[config.mk]
export PLATFORM = sky130hd
export DESIGN_NAME = tx_intf_acc_fetch
export DESIGN_NICKNAME = d
export VERILOG_FILES = /design/src/rtl/tx_intf_acc_fetch_pkg.sv /design/src/rtl/tx_intf_acc_skid.sv /design/src/rtl/tx_intf_acc_fetch.sv
export SDC_FILE = /design/constraint.sdc
export NUM_CORES = 1
export LEC_CHECK = 0
export BUFFER_PORTS_ARGS = -buffer_cell sky130_fd_sc_hd__buf_2
export CORE_ASPECT_RATIO = 0.7
export CORE_MARGIN = 3
export CORE_UTILIZATION = 25
export CTS_BUF_LIST = sky130_fd_sc_hd__clkbuf_8
export DETAILED_ROUTE_END_ITERATION = 10
export PLACE_DENSITY = 0.56
export SLEW_MARGIN = 20
export SYNTH_ARGS = -nofsm -noshare
export SYNTH_HDL_FRONTEND = slang
export SYNTH_SLANG_ARGS = --single-unit
[constraint.sdc]
create_clock -name CLK -period 13.25 [get_ports CLK]
set_clock_uncertainty 0.1 [all_clocks]
set_input_delay 2.65 -clock CLK [delete_from_list [all_inputs] [get_ports CLK]]
set_output_delay 2.65 -clock CLK [all_outputs]
set_load 0.02 [all_outputs]
[src/rtl/tx_intf_acc_fetch_pkg.sv]
`default_nettype none
// ============================================================================
//  Module      : tx_intf_acc_fetch_pkg
//  Description : Shared FSM encoding and DMG word field positions for the
//                tx_intf accumulator fetch block.
//  Revision    : 1.0  initial release
// ============================================================================
package tx_intf_acc_fetch_pkg;

    typedef enum logic [2:0] {
        IDLE     = 3'd0,
        CFG      = 3'd1,
        WAIT_TSF = 3'd2,
        STREAM   = 3'd3,
        DONE     = 3'd4
    } state_t;

    // DMG word layout: {cts_toself_config, num_dma_symbol_total}
    localparam int CTS_CFG_MSB = 63;
    localparam int CTS_CFG_LSB = 32;
    localparam int NUM_SYM_MSB = 31;

endpackage
`default_nettype wire

[src/rtl/tx_intf_acc_skid.sv]
`default_nettype none
// ============================================================================
//  Module      : tx_intf_acc_skid
//  Description : Two-entry valid/ready skid buffer with occupancy output.
//                The head entry drives o_data directly, so it is stable while
//                o_valid is high and i_ready is low.
//  Revision    : 1.0  initial release
// ============================================================================
module tx_intf_acc_skid #(
    parameter int DATA_WIDTH = 64
) (
    input  logic                  clk,
    input  logic                  rst,
    input  logic                  i_valid,
    input  logic [DATA_WIDTH-1:0] i_data,
    input  logic                  i_ready,
    output logic                  o_valid,
    output logic [DATA_WIDTH-1:0] o_data,
    output logic [1:0]            o_occ
);

    logic [DATA_WIDTH-1:0] r_mem [0:1];
    logic                  r_wr_ptr;
    logic                  r_rd_ptr;
    logic [1:0]            r_occ;
    logic                  w_pop;
    logic                  w_push;

    assign w_pop  = (r_occ != 2'd0) && i_ready;
    // A full buffer still accepts a write when the head leaves in the same cycle.
    assign w_push = i_valid && ((r_occ != 2'd2) || w_pop);

    always_ff @(posedge clk) begin
        if (rst) begin
            for (int i = 0; i < 2; i++) begin
                r_mem[i] <= '0;
            end
            r_wr_ptr <= 1'b0;
            r_rd_ptr <= 1'b0;
            r_occ    <= 2'd0;
        end else begin
            if (w_push) begin
                r_mem[r_wr_ptr] <= i_data;
                r_wr_ptr        <= ~r_wr_ptr;
            end
            if (w_pop) begin
                r_rd_ptr <= ~r_rd_ptr;
            end
            case ({w_push, w_pop})
                2'b10:   r_occ <= r_occ + 2'd1;
                2'b01:   r_occ <= r_occ - 2'd1;
                default: r_occ <= r_occ;
            endcase
        end
    end

    assign o_valid = (r_occ != 2'd0);
    assign o_data  = r_mem[r_rd_ptr];
    assign o_occ   = r_occ;

endmodule
`default_nettype wire

[src/rtl/tx_intf_acc_fetch.sv]
`default_nettype none
// ============================================================================
//  Module      : tx_intf_acc_fetch
//  Description : Pops one DMG/TSF word pair per packet and streams the
//                packet's data words to the AXI-Stream master port.
//                Build option TX_INTF_ACC_FETCH_TSF_GATE_EN holds the stream
//                until the TSF timer reaches the packet's target.
//  Revision    : 1.0  initial release
// ============================================================================
module tx_intf_acc_fetch
    import tx_intf_acc_fetch_pkg::*;
#(
    parameter int C_M_AXIS_TDATA_WIDTH   = 64,
    parameter int MAX_BIT_NUM_DMA_SYMBOL = 14,
    parameter int TSF_TIMER_WIDTH        = 64
) (
    input  logic                            CLK,
    input  logic                            RST,
    input  logic [C_M_AXIS_TDATA_WIDTH-1:0] DATA_FROM_FIFO,
    input  logic                            DATA_FIFO_EMPTY,
    output logic                            DATA_FIFO_RDEN,
    input  logic [63:0]                     DMG_FROM_FIFO,
    input  logic                            DMG_FIFO_EMPTY,
    output logic                            DMG_FIFO_RDEN,
    input  logic [TSF_TIMER_WIDTH-1:0]      TSF_FROM_FIFO,
    output logic                            TSF_FIFO_RDEN,
    input  logic [TSF_TIMER_WIDTH-1:0]      tsf_runtime_val,
    output logic [C_M_AXIS_TDATA_WIDTH-1:0] M_AXIS_TDATA,
    output logic                            M_AXIS_TVALID,
    input  logic                            M_AXIS_TREADY,
    output logic                            M_AXIS_TLAST,
    output logic [31:0]                     cts_toself_cfg,
    output logic                            busy,
    output logic                            pkt_done,
    output logic                            tsf_late
);

    state_t                              r_state;
    state_t                              w_state_nxt;
    logic [MAX_BIT_NUM_DMA_SYMBOL-1:0]   r_num_sym;
    logic [MAX_BIT_NUM_DMA_SYMBOL-1:0]   r_rd_cnt;
    logic [MAX_BIT_NUM_DMA_SYMBOL-1:0]   r_tx_cnt;
    logic [31:0]                         r_cts_cfg;
    logic                                r_busy;
    logic                                r_rd_inflight;

    logic [MAX_BIT_NUM_DMA_SYMBOL-1:0]   w_num_sym_in;
    logic                                w_dmg_rden;
    logic                                w_data_rden;
    logic                                w_pkt_done;
    logic                                w_tsf_late;
    logic                                w_skid_valid;
    logic [C_M_AXIS_TDATA_WIDTH-1:0]     w_skid_data;
    logic [1:0]                          w_skid_occ;
    logic                                w_beat;
    logic                                w_last;
    logic [2:0]                          w_credit_used;
    logic [2:0]                          w_credit_lim;
    logic                                w_unused_bits;

`ifdef TX_INTF_ACC_FETCH_TSF_GATE_EN
    logic [TSF_TIMER_WIDTH-1:0]          r_tsf_target;
    logic                                r_wait_first;
    assign w_unused_bits = ^DMG_FROM_FIFO[NUM_SYM_MSB:MAX_BIT_NUM_DMA_SYMBOL];
`else
    assign w_unused_bits = ^{DMG_FROM_FIFO[NUM_SYM_MSB:MAX_BIT_NUM_DMA_SYMBOL],
                             TSF_FROM_FIFO, tsf_runtime_val};
`endif

    assign w_num_sym_in = DMG_FROM_FIFO[MAX_BIT_NUM_DMA_SYMBOL-1:0];
    assign w_beat       = w_skid_valid && M_AXIS_TREADY;
    assign w_last       = (r_tx_cnt == r_num_sym - 1'b1);

    // Reads in flight plus buffered words may not exceed the two skid slots;
    // a beat leaving this cycle frees one slot, which keeps 1 word/cycle.
    assign w_credit_used = {1'b0, w_skid_occ} + {2'b00, r_rd_inflight};
    assign w_credit_lim  = 3'd2 + {2'b00, w_beat};
    assign w_data_rden   = (r_state == STREAM) && !DATA_FIFO_EMPTY &&
                           (r_rd_cnt < r_num_sym) && (w_credit_used < w_credit_lim);

    always_comb begin
        w_state_nxt = r_state;
        w_dmg_rden  = 1'b0;
        w_pkt_done  = 1'b0;
        w_tsf_late  = 1'b0;
        case (r_state)
            IDLE: begin
                if (!DMG_FIFO_EMPTY) begin
                    w_dmg_rden  = 1'b1;
                    w_state_nxt = CFG;
                end
            end
            CFG: begin
                if (w_num_sym_in == '0) begin
                    w_pkt_done  = 1'b1;
                    w_state_nxt = IDLE;
                end else begin
`ifdef TX_INTF_ACC_FETCH_TSF_GATE_EN
                    w_state_nxt = WAIT_TSF;
`else
                    w_state_nxt = STREAM;
`endif
                end
            end
            WAIT_TSF: begin
`ifdef TX_INTF_ACC_FETCH_TSF_GATE_EN
                if ((r_tsf_target == '0) || (tsf_runtime_val >= r_tsf_target)) begin
                    w_state_nxt = STREAM;
                end
                if (r_wait_first && (r_tsf_target != '0) && (tsf_runtime_val > r_tsf_target)) begin
                    w_tsf_late = 1'b1;
                end
`else
                w_state_nxt = STREAM;
`endif
            end
            STREAM: begin
                if (w_beat && w_last) begin
                    w_state_nxt = DONE;
                end
            end
            DONE: begin
                w_pkt_done  = 1'b1;
                w_state_nxt = IDLE;
            end
            default: w_state_nxt = IDLE;
        endcase
    end

    always_ff @(posedge CLK) begin
        if (RST) begin
            r_state       <= IDLE;
            r_num_sym     <= '0;
            r_rd_cnt      <= '0;
            r_tx_cnt      <= '0;
            r_cts_cfg     <= '0;
            r_busy        <= 1'b0;
            r_rd_inflight <= 1'b0;
`ifdef TX_INTF_ACC_FETCH_TSF_GATE_EN
            r_tsf_target  <= '0;
            r_wait_first  <= 1'b0;
`endif
        end else begin
            r_state       <= w_state_nxt;
            r_rd_inflight <= w_data_rden;
`ifdef TX_INTF_ACC_FETCH_TSF_GATE_EN
            r_wait_first  <= (r_state == CFG);
`endif
            if (r_state == CFG) begin
                r_num_sym <= w_num_sym_in;
                r_cts_cfg <= DMG_FROM_FIFO[CTS_CFG_MSB:CTS_CFG_LSB];
                // Zero-length packets finish in CFG and never raise busy.
                r_busy    <= (w_num_sym_in != '0);
                r_rd_cnt  <= '0;
                r_tx_cnt  <= '0;
`ifdef TX_INTF_ACC_FETCH_TSF_GATE_EN
                r_tsf_target <= TSF_FROM_FIFO;
`endif
            end else begin
                if (w_data_rden) begin
                    r_rd_cnt <= r_rd_cnt + 1'b1;
                end
                if (w_beat) begin
                    r_tx_cnt <= r_tx_cnt + 1'b1;
                end
            end
            if (r_state == DONE) begin
                r_busy <= 1'b0;
            end
        end
    end

    tx_intf_acc_skid #(
        .DATA_WIDTH (C_M_AXIS_TDATA_WIDTH)
    ) u_skid (
        .clk     (CLK),
        .rst     (RST),
        .i_valid (r_rd_inflight),
        .i_data  (DATA_FROM_FIFO),
        .i_ready (M_AXIS_TREADY),
        .o_valid (w_skid_valid),
        .o_data  (w_skid_data),
        .o_occ   (w_skid_occ)
    );

    assign DATA_FIFO_RDEN = w_data_rden;
    assign DMG_FIFO_RDEN  = w_dmg_rden;
    assign TSF_FIFO_RDEN  = w_dmg_rden;
    assign M_AXIS_TDATA   = w_skid_data;
    assign M_AXIS_TVALID  = w_skid_valid;
    assign M_AXIS_TLAST   = w_skid_valid && w_last;
    assign cts_toself_cfg = r_cts_cfg;
    assign busy           = r_busy;
    assign pkt_done       = w_pkt_done;
    assign tsf_late       = w_tsf_late;

endmodule
`default_nettype wire

==> parameters.txt, run 1 <==
Parameter                              Value

Yosys
  Combined area of all synthesized cells    0.00974 mm²
  Top cells by count, synth    130 x sky130_fd_sc_hd__and2_1, 128 x sky130_fd_sc_hd__edfxtp_1, 110 x sky130_fd_sc_hd__nand2_1, 84 x sky130_fd_sc_hd__dfxtp_1, 68 x sky130_fd_sc_hd__a21oi_1
  Top-count cell post-synth    sky130_fd_sc_hd__and2_1
  Warnings, synthesis    0
  Count of flip-flops with a built-in enable after synthesis    128
  Main combinational cell family by area after synthesis    simple AND/OR/NAND/NOR gates
  Ys flop type    sky130_fd_sc_hd__edfxtp_1
  Fraction of synthesized area in multiplexers    7.71%
  Proportion of synthesized flip-flops having asynchronous set or reset    0%
  Xor and xnor area share after synthesis    2.61%
  Synthesized area per cell    11.0 µm²
  Main area contributors after synthesis    sky130_fd_sc_hd__edfxtp_1 39%, sky130_fd_sc_hd__dfxtp_1 17%, sky130_fd_sc_hd__and2_1 8.3%
  Synth Net Count    1167
  Yosys reg bits    212
  Fraction of the mapped netlist area in adder cells    2.31%
  Synth unique cells    53
  Fraction of the mapped netlist area in compound gates    7.23%
  Top-area cell type share of the netlist area    39.5%
  Number of instances in the synthesized netlist    888
  Part of the Yosys area used for sequential elements    56.7%
  Post-Synth Simple-Gate Area    20.3%
  Cell type with the highest aggregate area in the netlist    sky130_fd_sc_hd__edfxtp_1

Critical path
  Arrival time at the worst endpoint    4300 ps
  Maximum fanout encountered on the critical timing path    30
  Endpoint kind of the worst setup timing path    output port
  Crit Path Category    input port to output port
  Required time of the worst setup path    10500 ps
  Critical Path Start Type    input port

Clock tree
  Clock tree from TritonCTS    built
  Post-cts hold buffer count    0
  Post-CTS setup buffer count    0
  Clock transition at the registers of the reported paths    60 ps
  Sink Count    212
  Root buffer selected by CTS    sky130_fd_sc_hd__clkbuf_8
  Later-pin clock latency in the skew report    560 ps
  TritonCTS buffer count    40
  Maximum buffer depth of the clock tree    3
  CTS H-tree lvls    2
  Number of gates resized after cts    0

STA
  Slew Viols, Final    0
  Setup slack of the critical path after layout    6200 ps
  Worst hold margin    351 ps
  RSZ-0062 raised after global routing    no
  Final setup TNS    0 ps
  Period utilization    53.2%
  Count of endpoints failing hold in the final timing report    0
  Max-Slew Margin vs Limit    29.6%
  Max Fclk    142 MHz
  Setup Viol. Count Final    0
  Final Critical Period    7050 ps
  Slew at the pin closest to its max-slew limit    1060 ps

Final layout
  Nets@finish    1378
  Finished Layout Cells    1652
  Area added between synthesis and finish    25.0%
  Share of the core filled with cells in the final layout    32.2%
  Fraction of final layout cells sized beyond drive strength 1    31.8%
  Post-route standard cell area excluding fillers    0.0122 mm²

Power
  Cell leakage power    4.91 nW
  Power Total    1.57 mW
  Highest ir drop seen on vdd    0.0509 mV
  Ratio of total power to cell area    129 mW/mm²

Drt
  Routed vias/inst    4.34
  Routed vias    7167
  Violation count after the first detailed-route iteration    340
  Post-route antenna net violation count    0
  WL final    25800 µm
  Count of TritonRoute iterations in the first routing pass    4
  WL per Instance    15.6 µm
  Post-route DRC    0

GRT
  Global routing usage summed across all routing layers    12.1%
  Antenna violations before repair    4
  Pin count of the biggest net entering global routing    65
  Number of global-route vias before repair    7250
  Sum of overflow across all layers after global routing    0
  Wire length of the first global-routing pass    39800 µm

Die
  Die Footprint    0.0414 mm²
  Number of top-level pins    365
  Floorplan die width    242 µm
  Starting utilization of the core area    25.8%
  Placeable core region    0.0378 mm²
  Site Rows    59
  Chip Height    171 µm

Job
  MaxCap Viol Count    0

Run status
  Outcome    finished, final reports clean

Place
  Detailed-placement wirelength estimate    16900 µm
  Setup slack after placement    6230 ps
  Instance area at placement    0.0113 mm²
  GPL Wtd Cong    0.779
  Placed cells    1575
  # port buffers    217

Hold path
  Path type of the worst min-delay path    flip-flop to flip-flop
cell type report:
class                   count  area (µm²)
diodes                      3        7.51
flip-flops and latches    212        5530
well taps                 518         648
multi-input cells         601        3950
repair buffers            226        1150
inverters                  18        67.6
clock buffers              44         606
clock inverters            30         220
fillers                  3950       25600
registers in the layout, indices dropped and copies added (netlist names), named ones only:
signal,cells
u_skid.r_rd_ptr,1
cts_toself_cfg,32
u_skid.r_mem,128
u_skid.o_occ,2
r_num_sym,14
r_tx_cnt,14
r_rd_cnt,14
r_rd_inflight,1
u_skid.r_wr_ptr,1
r_state,3
busy,1
cells in the final DEF, fill, tap and decap left out, types with 3 or more instances in the layout:
master and count:
sky130_fd_sc_hd__nor2_1 37, sky130_fd_sc_hd__a21oi_1 68, sky130_fd_sc_hd__a211oi_1 4, sky130_fd_sc_hd__nand4_1 12, sky130_fd_sc_hd__clkinv_1 8, sky130_fd_sc_hd__clkbuf_8 44, sky130_fd_sc_hd__edfxtp_1 128, sky130_fd_sc_hd__nor4_1 8
sky130_fd_sc_hd__mux2_2 64, sky130_fd_sc_hd__clkinv_2 4, sky130_fd_sc_hd__or4_1 12, sky130_fd_sc_hd__and3_1 7, sky130_fd_sc_hd__inv_1 29, sky130_fd_sc_hd__nand2_1 110, sky130_fd_sc_hd__a21o_1 5, sky130_fd_sc_hd__bufinv_16 3
sky130_fd_sc_hd__o31ai_1 13, sky130_fd_sc_hd__o21ai_0 5, sky130_fd_sc_hd__or3_1 4, sky130_fd_sc_hd__and4_1 3, sky130_fd_sc_hd__and2_1 130, sky130_fd_sc_hd__diode_2 3, sky130_fd_sc_hd__nand3_1 19, sky130_fd_sc_hd__dfxtp_1 83
sky130_fd_sc_hd__nand2b_1 4, sky130_fd_sc_hd__xor2_1 13, sky130_fd_sc_hd__nor3_1 9, sky130_fd_sc_hd__xnor2_1 16, sky130_fd_sc_hd__buf_4 9, sky130_fd_sc_hd__nor2b_1 4, sky130_fd_sc_hd__ha_1 18, sky130_fd_sc_hd__buf_2 217
sky130_fd_sc_hd__mux2i_1 3
worst max-delay path: stages:
cell,delay [ps]
sky130_fd_sc_hd__buf_2,130
sky130_fd_sc_hd__o21ai_1,180
sky130_fd_sc_hd__o21ai_0,210
sky130_fd_sc_hd__nand4_1,160
sky130_fd_sc_hd__a311o_1,340
sky130_fd_sc_hd__buf_4,220
sky130_fd_sc_hd__nor2_1,200
sky130_fd_sc_hd__buf_2,200
final timing paths:
kind                      start                 end  cells after the start  slack (ps)
min reg2reg  cts_toself_cfg[10]  cts_toself_cfg[10]                      2         350
max reg2reg        r_num_sym[5]          r_state[2]                      6       10290
max               M_AXIS_TREADY      DATA_FIFO_RDEN                      8        6200
min          cts_toself_cfg[10]  cts_toself_cfg[10]                      2         350
logic make-up (layout without fill, tap and decap cells):
kind of cell / Yosys count / in the layout
other cells: 1 / 4
buf+inv: 75 / 318
compound gates: 113 / 113
mux: 67 / 67
flops: 212 / 212
xor+xnor: 29 / 29
simple gates: 373 / 373
fa+ha+maj: 18 / 18
power by group:
group          switching [mW]  internal [mW]  total (mW)
logic                   0.105         0.0627       0.168
registers              0.0161          0.725       0.741
clock network           0.291          0.368       0.659
total                   0.412           1.16        1.57
per-layer routing:
| layer | global-route usage, % | vias up | wire, µm |
|---|---|---|---|
| met5 | 0 | - | 21 |
| met4 | 5.12 | 4 | 838 |
| met3 | 3.15 | 51 | 1310 |
| met2 | 19.3 | 148 | 11700 |
| met1 | 15.7 | 3408 | 11900 |
| li1 | - | 3556 | - |
Note: power is estimated with default switching activity, not from simulation.
==> run 2: changes to the inputs <==
--- a/config.mk
+++ b/config.mk
@@ -5,6 +5,7 @@
 export SDC_FILE = /design/constraint.sdc
 export NUM_CORES = 1
 export LEC_CHECK = 0
+export ABC_AREA = 1
 export BUFFER_PORTS_ARGS = -buffer_cell sky130_fd_sc_hd__buf_2
 export CORE_ASPECT_RATIO = 0.7
 export CORE_MARGIN = 3
==> constraint.sdc (replaced) <==
create_clock -name CLK -period 7.4 [get_ports CLK]
set_clock_uncertainty 0.1 [all_clocks]
set_input_delay 1.48 -clock CLK [delete_from_list [all_inputs] [get_ports CLK]]
set_output_delay 1.48 -clock CLK [all_outputs]
set_load 0.02 [all_outputs]
==> parameters.txt, run 2 <==
Parameter                              Value

Clock tree
  Later-pin clock latency in the skew report    540 ps (-20 ps)
  TritonCTS buffer count    40 (unchanged)
  Maximum buffer depth of the clock tree    3 (unchanged)
  Clock transition at the registers of the reported paths    60 ps (about the same)
  CTS H-tree lvls    2 (unchanged)
  Post-cts hold buffer count    0 (unchanged)
  Clock tree from TritonCTS    built
  Root buffer selected by CTS    sky130_fd_sc_hd__clkbuf_8
  Post-CTS setup buffer count    0 (unchanged)
  Sink Count    212 (unchanged)
  Number of gates resized after cts    0 (unchanged)

Yosys
  Warnings, synthesis    0 (unchanged)
  Synth unique cells    45 (-15%)
  Fraction of synthesized area in multiplexers    7.26% (-0.45 points)
  Part of the Yosys area used for sequential elements    55.6% (-1.1 points)
  Top cells by count, synth    213 x sky130_fd_sc_hd__nor2_1, 128 x sky130_fd_sc_hd__edfxtp_1, 127 x sky130_fd_sc_hd__inv_1, 102 x sky130_fd_sc_hd__nand2_1, 84 x sky130_fd_sc_hd__dfxtp_1
  Synthesized area per cell    9.53 µm² (-13%)
  Fraction of the mapped netlist area in adder cells    2.27% (-0.044 points)
  Count of flip-flops with a built-in enable after synthesis    128 (unchanged)
  Proportion of synthesized flip-flops having asynchronous set or reset    0% (unchanged)
  Main combinational cell family by area after synthesis    simple AND/OR/NAND/NOR gates
  Xor and xnor area share after synthesis    1.06% (-1.5 points)
  Top-area cell type share of the netlist area    38.7% (-0.75 points)
  Fraction of the mapped netlist area in compound gates    6.63% (-0.60 points)
  Yosys reg bits    212 (unchanged)
  Top-count cell post-synth    sky130_fd_sc_hd__nor2_1
  Combined area of all synthesized cells    0.00993 mm² (+1.9%)
  Main area contributors after synthesis    sky130_fd_sc_hd__edfxtp_1 39%, sky130_fd_sc_hd__dfxtp_1 17%, sky130_fd_sc_hd__nor2_1 8.0%
  Cell type with the highest aggregate area in the netlist    sky130_fd_sc_hd__edfxtp_1
  Post-Synth Simple-Gate Area    19.7% (-0.64 points)
  Ys flop type    sky130_fd_sc_hd__edfxtp_1
  Synth Net Count    1321 (+13%)
  Number of instances in the synthesized netlist    1042 (+17%)

STA
  Period utilization    65.1%
  Count of endpoints failing hold in the final timing report    0 (unchanged)
  Max-Slew Margin vs Limit    30.7% (+1.2 points)
  RSZ-0062 raised after global routing    no
  Final Critical Period    4820 ps
  Slew Viols, Final    0 (unchanged)
  Max Fclk    207 MHz
  Setup Viol. Count Final    0 (unchanged)
  Setup slack of the critical path after layout    2580 ps (-3620 ps)
  Slew at the pin closest to its max-slew limit    1040 ps (-17.4 ps)
  Final setup TNS    0 ps (unchanged)

Die
  Site Rows    60 (+1.7%)
  Number of top-level pins    365 (unchanged)
  Die Footprint    0.0422 mm² (+1.9%)
  Chip Height    173 µm (+0.93%)
  Placeable core region    0.0388 mm² (+2.7%)
  Floorplan die width    244 µm (+0.94%)
  Starting utilization of the core area    25.6% (-0.19 points)

Place
  # port buffers    217 (unchanged)
  Placed cells    1748 (+11%)
  Detailed-placement wirelength estimate    17300 µm (+2.4%)
  Setup slack after placement    2590 ps (-3640 ps)
  GPL Wtd Cong    0.834 (+7.1%)

Power
  Ratio of total power to cell area    292 mW/mm² (+130%)
  Highest ir drop seen on vdd    0.130 mV (+160%)
  Portion of total power attributed to combinational logic    28.6% (+18 points)
  Internal portion of total power    2.29 mW (+98%)
  Share of power burned in registers    40.9% (-6.4 points)
  Cell leakage power    5.50 nW (+12%)
  Power Total    3.58 mW (+130%)
  Clock group share of total power    30.6% (-11 points)
  Switching part of the total    35.8% (+9.6 points)
  Power dissipated by switching net loads    1.28 mW (+210%)

Final layout
  Commonest non-fill, non-tap cell in the layout    sky130_fd_sc_hd__buf_2
  Finished Layout Cells    1820 (+10%)
  Most flop-heavy register    u_skid.r_mem
  Nets@finish    1542 (+12%)
  Fraction of final layout cells sized beyond drive strength 1    31.5% (-0.35 points)
  Diodes inserted    0 (-3)
  Number of flip-flops in the largest register    128 (unchanged)
  Most used cells in the layout excluding fill and tap cells    217 x sky130_fd_sc_hd__buf_2, 213 x sky130_fd_sc_hd__nor2_1, 140 x sky130_fd_sc_hd__inv_1
  Area added between synthesis and finish    23.5%
  Share of the core filled with cells in the final layout    31.6% (-0.62 points)

Critical path
  Crit Path Category    input port to output port
  Maximum fanout encountered on the critical timing path    20 (-33%)
  Required time of the worst setup path    5820 ps (-4680 ps)
  Endpoint kind of the worst setup timing path    output port
  Arrival time at the worst endpoint    3240 ps (-1060 ps)
  Critical Path Start Type    input port

Drt
  Routed vias/inst    4.25 (-2.0%)
  WL final    26200 µm (+1.5%)
  Violation count after the first detailed-route iteration    395 (+16%)
  Count of TritonRoute iterations in the first routing pass    4 (unchanged)
  WL per Instance    14.4 µm (-7.8%)
  Post-route DRC    0 (unchanged)
  Post-route antenna net violation count    0 (unchanged)
  Routed vias    7740 (+8.0%)

Job
  MaxCap Viol Count    0 (unchanged)

GRT
  Wire length of the first global-routing pass    42200 µm (+6.1%)
  Number of global-route vias before repair    7727 (+6.6%)
  Sum of overflow across all layers after global routing    0 (unchanged)
  Pin count of the biggest net entering global routing    66 (+1.5%)
  Antenna violations before repair    1 (-3)
  Global routing usage summed across all routing layers    12.4% (+0.27 points)

Hold path
  Path type of the worst min-delay path    flip-flop to flip-flop

Run status
  Outcome    finished, final reports clean
run 2: cell count changes after synthesis, moves of 22 or more:
cell | previous run | this run
sky130_fd_sc_hd__nor2_2 | 0 | 36
sky130_fd_sc_hd__a21oi_1 | 68 | 41
sky130_fd_sc_hd__nor2_1 | 37 | 213
sky130_fd_sc_hd__o21ai_0 | 5 | 65
sky130_fd_sc_hd__inv_1 | 18 | 127
sky130_fd_sc_hd__and2_1 | 130 | 1
sky130_fd_sc_hd__clkbuf_1 | 44 | 22
run 2: kinds of logic (layout without fill, tap and decap cells):
| logic type | Yosys count | count (layout) |
|---|---|---|
| other | 1 | 1 |
| xor gates and xnor gates | 12 | 12 |
| adders and majority gates | 18 | 18 |
| muxes | 64 | 64 |
| DFF | 212 | 212 |
| AOI/OAI and AO/OA | 126 | 126 |
| and+or+nand+nor | 431 | 431 |
| buffers and inverters | 178 | 429 |
run 2: layout make-up:
class,instances,area (µm²)
timing repair buffer,223,1130
inverter,134,503
clock buffer,43,592
sequential,212,5530
multi-input combinational,652,3690
tap,527,659
clock inverter,29,158
fill,4083,26500
run 2: power by group through the flow:
stage	clock network (mW)	logic (mW)	registers (mW)
floorplan	0	0.654	1.56
global placement	0	1.02	1.48
detailed placement	0	1.03	1.48
CTS	1.15	1.03	1.46
global route	1.21	1.16	1.48
finish	1.09	1.02	1.46
run 2: final timing paths:
path	cells after the start	slack [ps]	end	from
min	1	350	u_skid.r_rd_ptr	u_skid.r_rd_ptr
min reg2reg	1	350	u_skid.r_rd_ptr	u_skid.r_rd_ptr
max reg2reg	7	4290	u_skid.r_mem[1][62]	u_skid.o_occ[0]
max	7	2580	DATA_FIFO_RDEN	M_AXIS_TREADY
run 2: metrics by stage:
stage	hold slack [ps]	area, µm²
CTS	352	12300
global route	378	12300
floorplan	326	9930
detailed placement	337	11500
global placement	324	11500
finish	354	12300
run 2: critical path: stages:
cell                      delay (ps)
sky130_fd_sc_hd__buf_2           120
sky130_fd_sc_hd__nand2_4         110
sky130_fd_sc_hd__or2_0           220
sky130_fd_sc_hd__a21oi_1         140
sky130_fd_sc_hd__nand2_1         420
sky130_fd_sc_hd__inv_1           480
sky130_fd_sc_hd__buf_2           260
run 2: routing by layer:
layer | track usage, % | up-vias | part of all wire (%)
met4 | 4.01 | 2 | 2.3
met5 | 0 | - | 0.076
met3 | 3.19 | 47 | 5.4
met1 | 16.8 | 3649 | 47
met2 | 19.3 | 171 | 45
li1 | - | 3871 | -
